## src/rtl/servo_bank_pkg.sv

```systemverilog
// Shared types and helpers for the servo_bank PWM generator.
package servo_pkg;

    typedef enum logic [0:0] {
        IDLE = 1'b0,
        CALC = 1'b1
    } calc_state_t;

    function automatic int us_to_cyc(input int us, input int freq);
        return us * (freq / 32'd1_000_000);
    endfunction

endpackage

```

## src/rtl/servo_width_calc.sv

```systemverilog
// Combinational angle-to-pulse-width mapping, time-shared across all channels.
// With SERVO_BANK_SLEW_EN defined it also produces the slew-limited next angle.
module servo_width_calc
    import servo_pkg::*;
#(
    parameter int ANGLE_W = 8,
    parameter int CNT_W   = 10,
    parameter int MIN_CYC = 10,
    parameter int MAX_CYC = 20
`ifdef SERVO_BANK_SLEW_EN
    ,
    parameter int SLEW_STEP = 4
`endif
) (
    input  logic [ANGLE_W-1:0] target,
`ifdef SERVO_BANK_SLEW_EN
    input  logic [ANGLE_W-1:0] cur,
    output logic [ANGLE_W-1:0] cur_next,
`endif
    output logic [CNT_W-1:0]   width
);

    localparam int PROD_W = ANGLE_W + $clog2(MAX_CYC);
    localparam int SPAN   = MAX_CYC - MIN_CYC;
    localparam int FULL   = (2 ** ANGLE_W) - 1;

    logic [ANGLE_W-1:0] angle_s;
    logic [PROD_W-1:0]  prod_s;
    logic [PROD_W-1:0]  quot_s;

`ifdef SERVO_BANK_SLEW_EN
    // Step the current angle toward target without overshooting it.
    always_comb begin
        cur_next = cur;
        if (target > cur) begin
            if ((target - cur) > ANGLE_W'(SLEW_STEP)) begin
                cur_next = cur + ANGLE_W'(SLEW_STEP);
            end else begin
                cur_next = target;
            end
        end else begin
            if ((cur - target) > ANGLE_W'(SLEW_STEP)) begin
                cur_next = cur - ANGLE_W'(SLEW_STEP);
            end else begin
                cur_next = target;
            end
        end
    end
    assign angle_s = cur_next;
`else
    assign angle_s = target;
`endif

    // Linear map with floor division; the product width cannot overflow.
    always_comb begin
        prod_s = PROD_W'(angle_s) * PROD_W'(SPAN);
        quot_s = prod_s / PROD_W'(FULL);
        width  = CNT_W'(MIN_CYC) + CNT_W'(quot_s);
    end

endmodule

```

## src/rtl/servo_bank.sv

```systemverilog
// Multi-channel servo PWM bank: shared frame counter, end-of-frame width calculation,
// widths and enables latched at frame wrap. Optional slew limiting: SERVO_BANK_SLEW_EN.
module servo_bank
    import servo_pkg::*;
#(
    parameter int FREQ      = 50_000_000,
    parameter int CHANNELS  = 4,
    parameter int ANGLE_W   = 8,
    parameter int PERIOD_US = 20000,
    parameter int MIN_US    = 1000,
    parameter int MAX_US    = 2000,
    parameter int SLEW_STEP = 4,
    localparam int CH_W     = (CHANNELS > 1) ? $clog2(CHANNELS) : 1
) (
    input  logic                clk,
    input  logic                rst_n,
    input  logic                wr_en,
    input  logic [CH_W-1:0]     wr_ch,
    input  logic [ANGLE_W-1:0]  wr_angle,
    input  logic [CHANNELS-1:0] enable,
    output logic [CHANNELS-1:0] servo_pwm,
    output logic                cycle_done
);

    localparam int PERIOD_CYC = us_to_cyc(PERIOD_US, FREQ);
    localparam int MIN_CYC    = us_to_cyc(MIN_US, FREQ);
    localparam int MAX_CYC    = us_to_cyc(MAX_US, FREQ);
    localparam int CNT_W      = $clog2(PERIOD_CYC);

    if ((PERIOD_CYC - MAX_CYC < CHANNELS + 2) || (MAX_CYC <= MIN_CYC) || (SLEW_STEP < 1)) begin : g_bad_cfg
        $error("servo_bank: inconsistent timing parameters");
    end

    logic [CNT_W-1:0]   counter_r;
    logic [CNT_W-1:0]   cnt_next_s;
    logic               wrap_s;
    calc_state_t        state_r;
    logic [CH_W-1:0]    calc_ch_r;
    logic [ANGLE_W-1:0] target_r     [CHANNELS];
    logic [CNT_W-1:0]   pending_r    [CHANNELS];
    logic [CNT_W-1:0]   pending_next_s [CHANNELS];
    logic [CNT_W-1:0]   active_w_r   [CHANNELS];
    logic [CHANNELS-1:0] active_en_r;
    logic [CNT_W-1:0]   calc_width_s;
`ifdef SERVO_BANK_SLEW_EN
    logic [ANGLE_W-1:0] cur_r [CHANNELS];
    logic [ANGLE_W-1:0] cur_next_s;
`endif

    assign wrap_s     = (counter_r == CNT_W'(PERIOD_CYC - 1));
    assign cnt_next_s = wrap_s ? {CNT_W{1'b0}} : counter_r + CNT_W'(1);

    servo_width_calc #(
        .ANGLE_W (ANGLE_W),
        .CNT_W   (CNT_W),
        .MIN_CYC (MIN_CYC),
        .MAX_CYC (MAX_CYC)
`ifdef SERVO_BANK_SLEW_EN
        ,
        .SLEW_STEP (SLEW_STEP)
`endif
    ) u_width_calc (
        .target   (target_r[calc_ch_r]),
`ifdef SERVO_BANK_SLEW_EN
        .cur      (cur_r[calc_ch_r]),
        .cur_next (cur_next_s),
`endif
        .width    (calc_width_s)
    );

    // Calc sequencer: one channel per cycle in the slots just before the wrap.
    always_ff @(posedge clk or negedge rst_n) begin
        if (!rst_n) begin
            state_r   <= IDLE;
            calc_ch_r <= {CH_W{1'b0}};
        end else begin
            case (state_r)
                IDLE: begin
                    calc_ch_r <= {CH_W{1'b0}};
                    if (counter_r == CNT_W'(PERIOD_CYC - CHANNELS - 1)) begin
                        state_r <= CALC;
                    end else begin
                        state_r <= IDLE;
                    end
                end
                CALC: begin
                    if (calc_ch_r == CH_W'(CHANNELS - 1)) begin
                        state_r   <= IDLE;
                        calc_ch_r <= {CH_W{1'b0}};
                    end else begin
                        calc_ch_r <= calc_ch_r + CH_W'(1);
                    end
                end
                default: begin
                    state_r   <= IDLE;
                    calc_ch_r <= {CH_W{1'b0}};
                end
            endcase
        end
    end

    // Last channel is computed on the wrap edge itself, so the wrap copies the next value.
    always_comb begin
        for (int i = 0; i < CHANNELS; i++) begin
            if ((state_r == CALC) && (calc_ch_r == CH_W'(i))) begin
                pending_next_s[i] = calc_width_s;
            end else begin
                pending_next_s[i] = pending_r[i];
            end
        end
    end

    // Target and pending registers (plus current angle under slew limiting).
    always_ff @(posedge clk or negedge rst_n) begin
        if (!rst_n) begin
            for (int i = 0; i < CHANNELS; i++) begin
                target_r[i]  <= {ANGLE_W{1'b0}};
                pending_r[i] <= {CNT_W{1'b0}};
`ifdef SERVO_BANK_SLEW_EN
                cur_r[i]     <= {ANGLE_W{1'b0}};
`endif
            end
        end else begin
            for (int i = 0; i < CHANNELS; i++) begin
                pending_r[i] <= pending_next_s[i];
            end
`ifdef SERVO_BANK_SLEW_EN
            if (state_r == CALC) begin
                cur_r[calc_ch_r] <= cur_next_s;
            end
`endif
            if (wr_en && (32'(wr_ch) < CHANNELS)) begin
                target_r[wr_ch] <= wr_angle;
            end
        end
    end

    // Frame counter, frame latch and registered PWM outputs.
    always_ff @(posedge clk or negedge rst_n) begin
        if (!rst_n) begin
            counter_r   <= {CNT_W{1'b0}};
            cycle_done  <= 1'b0;
            servo_pwm   <= {CHANNELS{1'b0}};
            active_en_r <= {CHANNELS{1'b0}};
            for (int i = 0; i < CHANNELS; i++) begin
                active_w_r[i] <= {CNT_W{1'b0}};
            end
        end else begin
            counter_r  <= cnt_next_s;
            cycle_done <= wrap_s;
            if (wrap_s) begin
                active_en_r <= enable;
                for (int i = 0; i < CHANNELS; i++) begin
                    active_w_r[i] <= pending_next_s[i];
                    servo_pwm[i]  <= enable[i] && (pending_next_s[i] != {CNT_W{1'b0}});
                end
            end else begin
                for (int i = 0; i < CHANNELS; i++) begin
                    servo_pwm[i] <= active_en_r[i] && (cnt_next_s < active_w_r[i]);
                end
            end
        end
    end

endmodule

```

## config.mk

```make
export PLATFORM = sky130hd
export DESIGN_NAME = servo_bank
export DESIGN_NICKNAME = d
export VERILOG_FILES = /design/src/rtl/servo_bank_pkg.sv /design/src/rtl/servo_width_calc.sv /design/src/rtl/servo_bank.sv
export SDC_FILE = /design/constraint.sdc
export NUM_CORES = 1
export LEC_CHECK = 0
export BUFFER_PORTS_ARGS = -buffer_cell sky130_fd_sc_hd__buf_2
export CORE_UTILIZATION = 55
export CTS_BUF_LIST = sky130_fd_sc_hd__clkbuf_8
export DETAILED_ROUTE_END_ITERATION = 6
export HOLD_SLACK_MARGIN = 0.12
export PLACE_DENSITY = 0.69
export SLEW_MARGIN = 20
export SYNTH_ARGS = -nofsm -noshare
export SYNTH_HDL_FRONTEND = slang
export SYNTH_SLANG_ARGS = --single-unit
```

## constraint.sdc

```tcl
create_clock -name clk -period 33 [get_ports clk]
set_clock_uncertainty 0.2 [all_clocks]
set_input_delay 6.6 -clock clk [delete_from_list [all_inputs] [get_ports clk]]
set_output_delay 6.6 -clock clk [all_outputs]
set_load 0.005 [all_outputs]
```

Yosys cells after proc, flatten, opt, wreduce, memory -nomap -nowiden
Cells that the tools add are included.
Cells by class
  $lt $le $gt $ge: 7
  eq/ne operators: 5
  $mul: 1
  add/subtract/negate cells: 3
  multiplexer cells: 17
  bitwise gates (word level): 3
  reductions and logical operators: 18
  shift-type cells: 0
  div/mod/pow operators: 1
Operators by type and width (number)
  $mux 20: 5
  $lt 20x20->1: 4
  $reduce_bool 20->1: 4
  $eq 20x20->1 const B: 2
  $bwmux 32: 1
  $div 24x8->25 const B: 1
  $mux 8: 3
  $add 16x20->20 const A: 1
  $add 20x1->20 const B: 1
  $mul 8x12->20 const B: 1
  $bmux 8 s2: 1
  $demux 8 s2: 1
  $logic_and 1x1->1: 13
  $ge 3x3->1 const B: 2
  $not 2->3: 2
  $eq 2x2->1 const B: 2
  $mux 4: 1
  $pmux 2 s2: 1
  $lt 3x1->1 const B: 1
  $add 2x1->2 const B: 1
  $eq 2x1->1 const B: 1
  $logic_not 2->1: 1
  $mux 1: 2
  $mux 2: 1
  other kinds (2): 2
Word-level totals
  RAM bits: 0
  word-level logic and storage cells: 73
  flip-flop bits (word level): 224
  input port bits: 17
  memories: 0
  output and inout bits: 5
  ROM bits: 0
  latch bits: 0

Logic depth before layout (Yosys ltp)
  depth after elaboration: 11
  gate-level depth with buffers: 67
  mapped depth without buffers: 58

Cells and area by module
Synthesis repeated with hierarchy kept, for this count alone.
Unflattened totals
  cells, all modules: 1710
  area total of the unflattened synthesis: 16430.8 um^2
Modules (own cells, without submodules)
  servo_bank: instances 1, cells an instance 954, area each 10737.8 um^2
  servo_width_calc: instances 1, cells an instance 756, area each 5693.0 um^2

Worst setup path after synthesis
OpenSTA, ideal clock, no wires.
  path kind: register -> register
  start point: reg calc_ch_r[0]
  end point: reg servo_pwm[2]
  clock period less this slack: 14.712 ns
  required time: 32.656 ns
  data arrival time: 14.369 ns
  cell stages (with the launch flop): 63
  setup slack: 18.288 ns
  cell sequence: dfrtp_1 -> clkbuf_1 -> mux4_2 -> ha_1 -> ha_1 -> inv_1 -> fa_1 -> inv_1 -> fa_1 -> ha_1 -> buf_2 -> a211oi_2 -> o21ai_1 -> a2111oi_1 -> or4_4 -> and2_4 -> o31ai_1 -> or4_1 -> [27 not listed] -> nor3_1 -> nor2_2 -> o22ai_1 -> a22oi_1 -> nor4b_2 -> buf_4 -> a21o_4 -> ha_1 -> o21ai_0 -> nor2b_1 -> nor2b_1 -> a2111oi_0 -> o21ai_0 -> nor4_1 -> nand3_1 -> or4_1 -> nor3_1 -> a41oi_1
RTL lines
  start: declaration: RTL line servo_bank.sv:38  | logic [CH_W-1:0] calc_ch_r;
  start signal: assignment: RTL line servo_bank.sv:75  | calc_ch_r <= {CH_W{1'b0}};
  start signal: assignment: RTL line servo_bank.sv:79  | calc_ch_r <= {CH_W{1'b0}};
  start signal: assignment: RTL line servo_bank.sv:89  | calc_ch_r <= {CH_W{1'b0}};
  end signal: assignment: RTL line servo_bank.sv:143  | servo_pwm <= {CHANNELS{1'b0}};
  end signal: indexed assignment: RTL line servo_bank.sv:155  | servo_pwm[i] <= enable[i] && (pending_next_s[i] != {CNT_W{1'b0}});
  end signal: indexed assignment: RTL line servo_bank.sv:159  | servo_pwm[i] <= active_en_r[i] && (cnt_next_s < active_w_r[i]);
  end: declaration: RTL line servo_bank.sv:21  | output logic [CHANNELS-1:0] servo_pwm,

==> results.yml <==
finish:
  instances_no_fill: 2341
  drive_above_1_share_pct: 11.65
  post-route-cell-area_um2: 18280
  fin_nets: 2092
  areaGrowthSynthToFinish_pct: 7.515
timing:
  tightest_slew_ns: 1.120
  finalCritPeriodShare_pct: 55.15
  final.min_clock_period_ns: 18.20
  timing.fmax_mhz: 54.94
  grt_setup_unrepaired: "no"
  setup_violations: 0
  whs_ns: 0.2612
  timing.setup.tns_ns: 0
  max_slew_margin_pct: 25.09
  hold_viol_final: 0
  final_max_slew_viol_count: 0
clock_tree:
  cts_resized: 0
  clkTransAtPathRegs_ns: 0.06
  numClockSinks: 224
  clk-insertion-delay-late_ns: 0.54
  cts_tree: "yes"
  numCtsBuffers: 37
  cts.htree.levels: 2
  cts.path.max_buffers: 3
  cts_setup_buffers: 0
  cts_root_buf: "clkbuf_8"
  holdBufCountCts: 0
synthesis:
  synth_area_leader_cell: "dfrtp_1"
  synth_edf_count: 0
  synth-async-reset-ratio_pct: 100.0
  ys_seq_area_share_pct: 32.98
  synth_area_um2: 17000
  synthesis.nets: 2079
  yosysMostFrequentCell: "nand2_1"
  synth_warnings: 0
  syn_area_per_cell_um2: 8.895
  synth_cells: 1911
  synth_common_cells: "nand2_1 (236), dfrtp_1 (224), o21ai_0 (155), ha_1 (140), inv_1 (138)"
  ys_types: 115
  ys_ff_latch: 224
  yosys-top-cells-area: "dfrtp_1 (33%), ha_1 (10%), nand2_1 (5.2%)"
  synth_top_area_share_pct: 32.98
  synthFlopType: "dfrtp_1"
grt:
  grt.busiest_layer: "met2"
  grtUsageMet3_pct: 6.213
  overflow: 0
  grt_pass1_vias: 13686
  met1_usage_pct: 43.36
  grt_use_total_pct: 30.01
  use_met2_pct: 45.52
  grt_antenna_before_repair: 3
  grt_max_degree: 139
  grt_pass1_wl_mm: 74.09
die:
  io_pins: 22
  start_util_pct: 56.60
  die-area_um2: 31610
  fp.dieW_um: 177.8
  die_h_um: 177.8
  rows: 63
  core_um2: 30030
worst_setup_path:
  worstPathArrival_ns: 18.39
  cp_slowest_stage_delay_ns: 0.83
  startpoint_type: "register"
  crit_fanout: 14
  required_ns: 33.19
  critical_path.top_delay_family: "compound AO/OA/AOI/OAI gates"
  crit_path_frequent_cell: "ha_1"
  slowest_stage: "a311oi_2"
  path_class: "reg -> reg"
  cp-end-kind: "register"
  cp_num_buf_inv: 3
min_path:
  min_path_type: "reg -> reg"
place:
  dp_hpwl_mm: 35.73
  dp.cells: 2274
  gp_congestion: 0.9558
  port_buffers: 21
  place_area_um2: 17450
route:
  viasPerCell: 6.240
  routedWlPerCell_um: 20.02
  firstDrtPassIters: 5
  drt-total-wl_mm: 46.86
  drt_iter0_drc: 969
  drc: 0
  vias: 14607
  ant_nets: 0
run_status:
  status: "finished, final reports clean"
run:
  cap_viol_max_count: 0
==> metal layers <==
layer | share of wire (%) | wire length, µm
met5 | 0.028 | 13
met4 | 1.9 | 881
met3 | 7.6 | 3550
met2 | 44 | 20610
met1 | 47 | 21810
==> registers in the layout (all words and copies together), names as in the netlist <==
name,flops
servo_pwm,4
cycle_done,1
active_w_r,80
pending_r,80
state_r,1
counter_r,20
target_r,32
active_en_r,4
calc_ch_r,2
==> kinds of logic after synthesis <==
kind of cell	synth area share, %
simple gates	19.46
fa+ha+maj	11.66
flops	32.98
mux	4.652
xor+xnor	3.232
compound gates	23.41
buf+inv	4.608
==> metrics by stage <==
| stage | setup slack [ns] | util, % |
|---|---|---|
| final | 14.80 | 60.85 |
| after global routing | 13.70 | 60.83 |
| after CTS | 15.09 | 60.69 |
| after detailed placement | 15.13 | 58.10 |
| after global placement | 14.96 | 58.06 |
| after floorplan | 18.29 | - |
==> cells in the final DEF (no fill, tap or decap), drive strengths merged, types with 34 or more instances in the layout <==
master  instances
a21o           39
nor3           46
mux2           40
clkbuf         51
nand2         236
o21ai         192
a21oi          96
xnor2          41
nand3          53
inv           147
nor2          101
and2           40
buf            34
dfrtp         224
ha            140
==> worst register-to-register path, delay by kind of cell (launching register included) <==
family,cells,cell delay (ns)
compound gates,25,8.80
fa+ha+maj,7,2.55
buf+inv,3,0.19
flops,1,0.75
mux,1,0.66
simple gates,16,4.92
==> worst paths after layout <==
kind	startpoint	end	depth (start not counted)	slack, ns
max	calc_ch_r[0]	servo_pwm[2]	52	14.80
min reg2reg	active_en_r[2]	active_en_r[2]	2	0.26
min	active_en_r[2]	active_en_r[2]	2	0.26
min in group asynchronous	rst_n	active_w_r[35]	1	5.74
max in group asynchronous	rst_n	pending_r[20]	3	25.29
max reg2reg	calc_ch_r[0]	servo_pwm[2]	52	14.80
==> layout make-up <==
type / instances / area, µm²
Antenna cell: 3 / 7.507
Clock buffer: 51 / 701.9
Clock inverter: 12 / 76.32
Fill cell: 2585 / 11760
Inverter: 139 / 523.0
Multi-Input combinational cell: 1488 / 10640
Sequential cell: 224 / 5605
Tap cell: 390 / 488.0
Timing Repair Buffer: 34 / 236.5
Power is left out: the tool's default activity adds up to more than one toggle a clock period on the data nets, which glitch-free logic cannot reach.
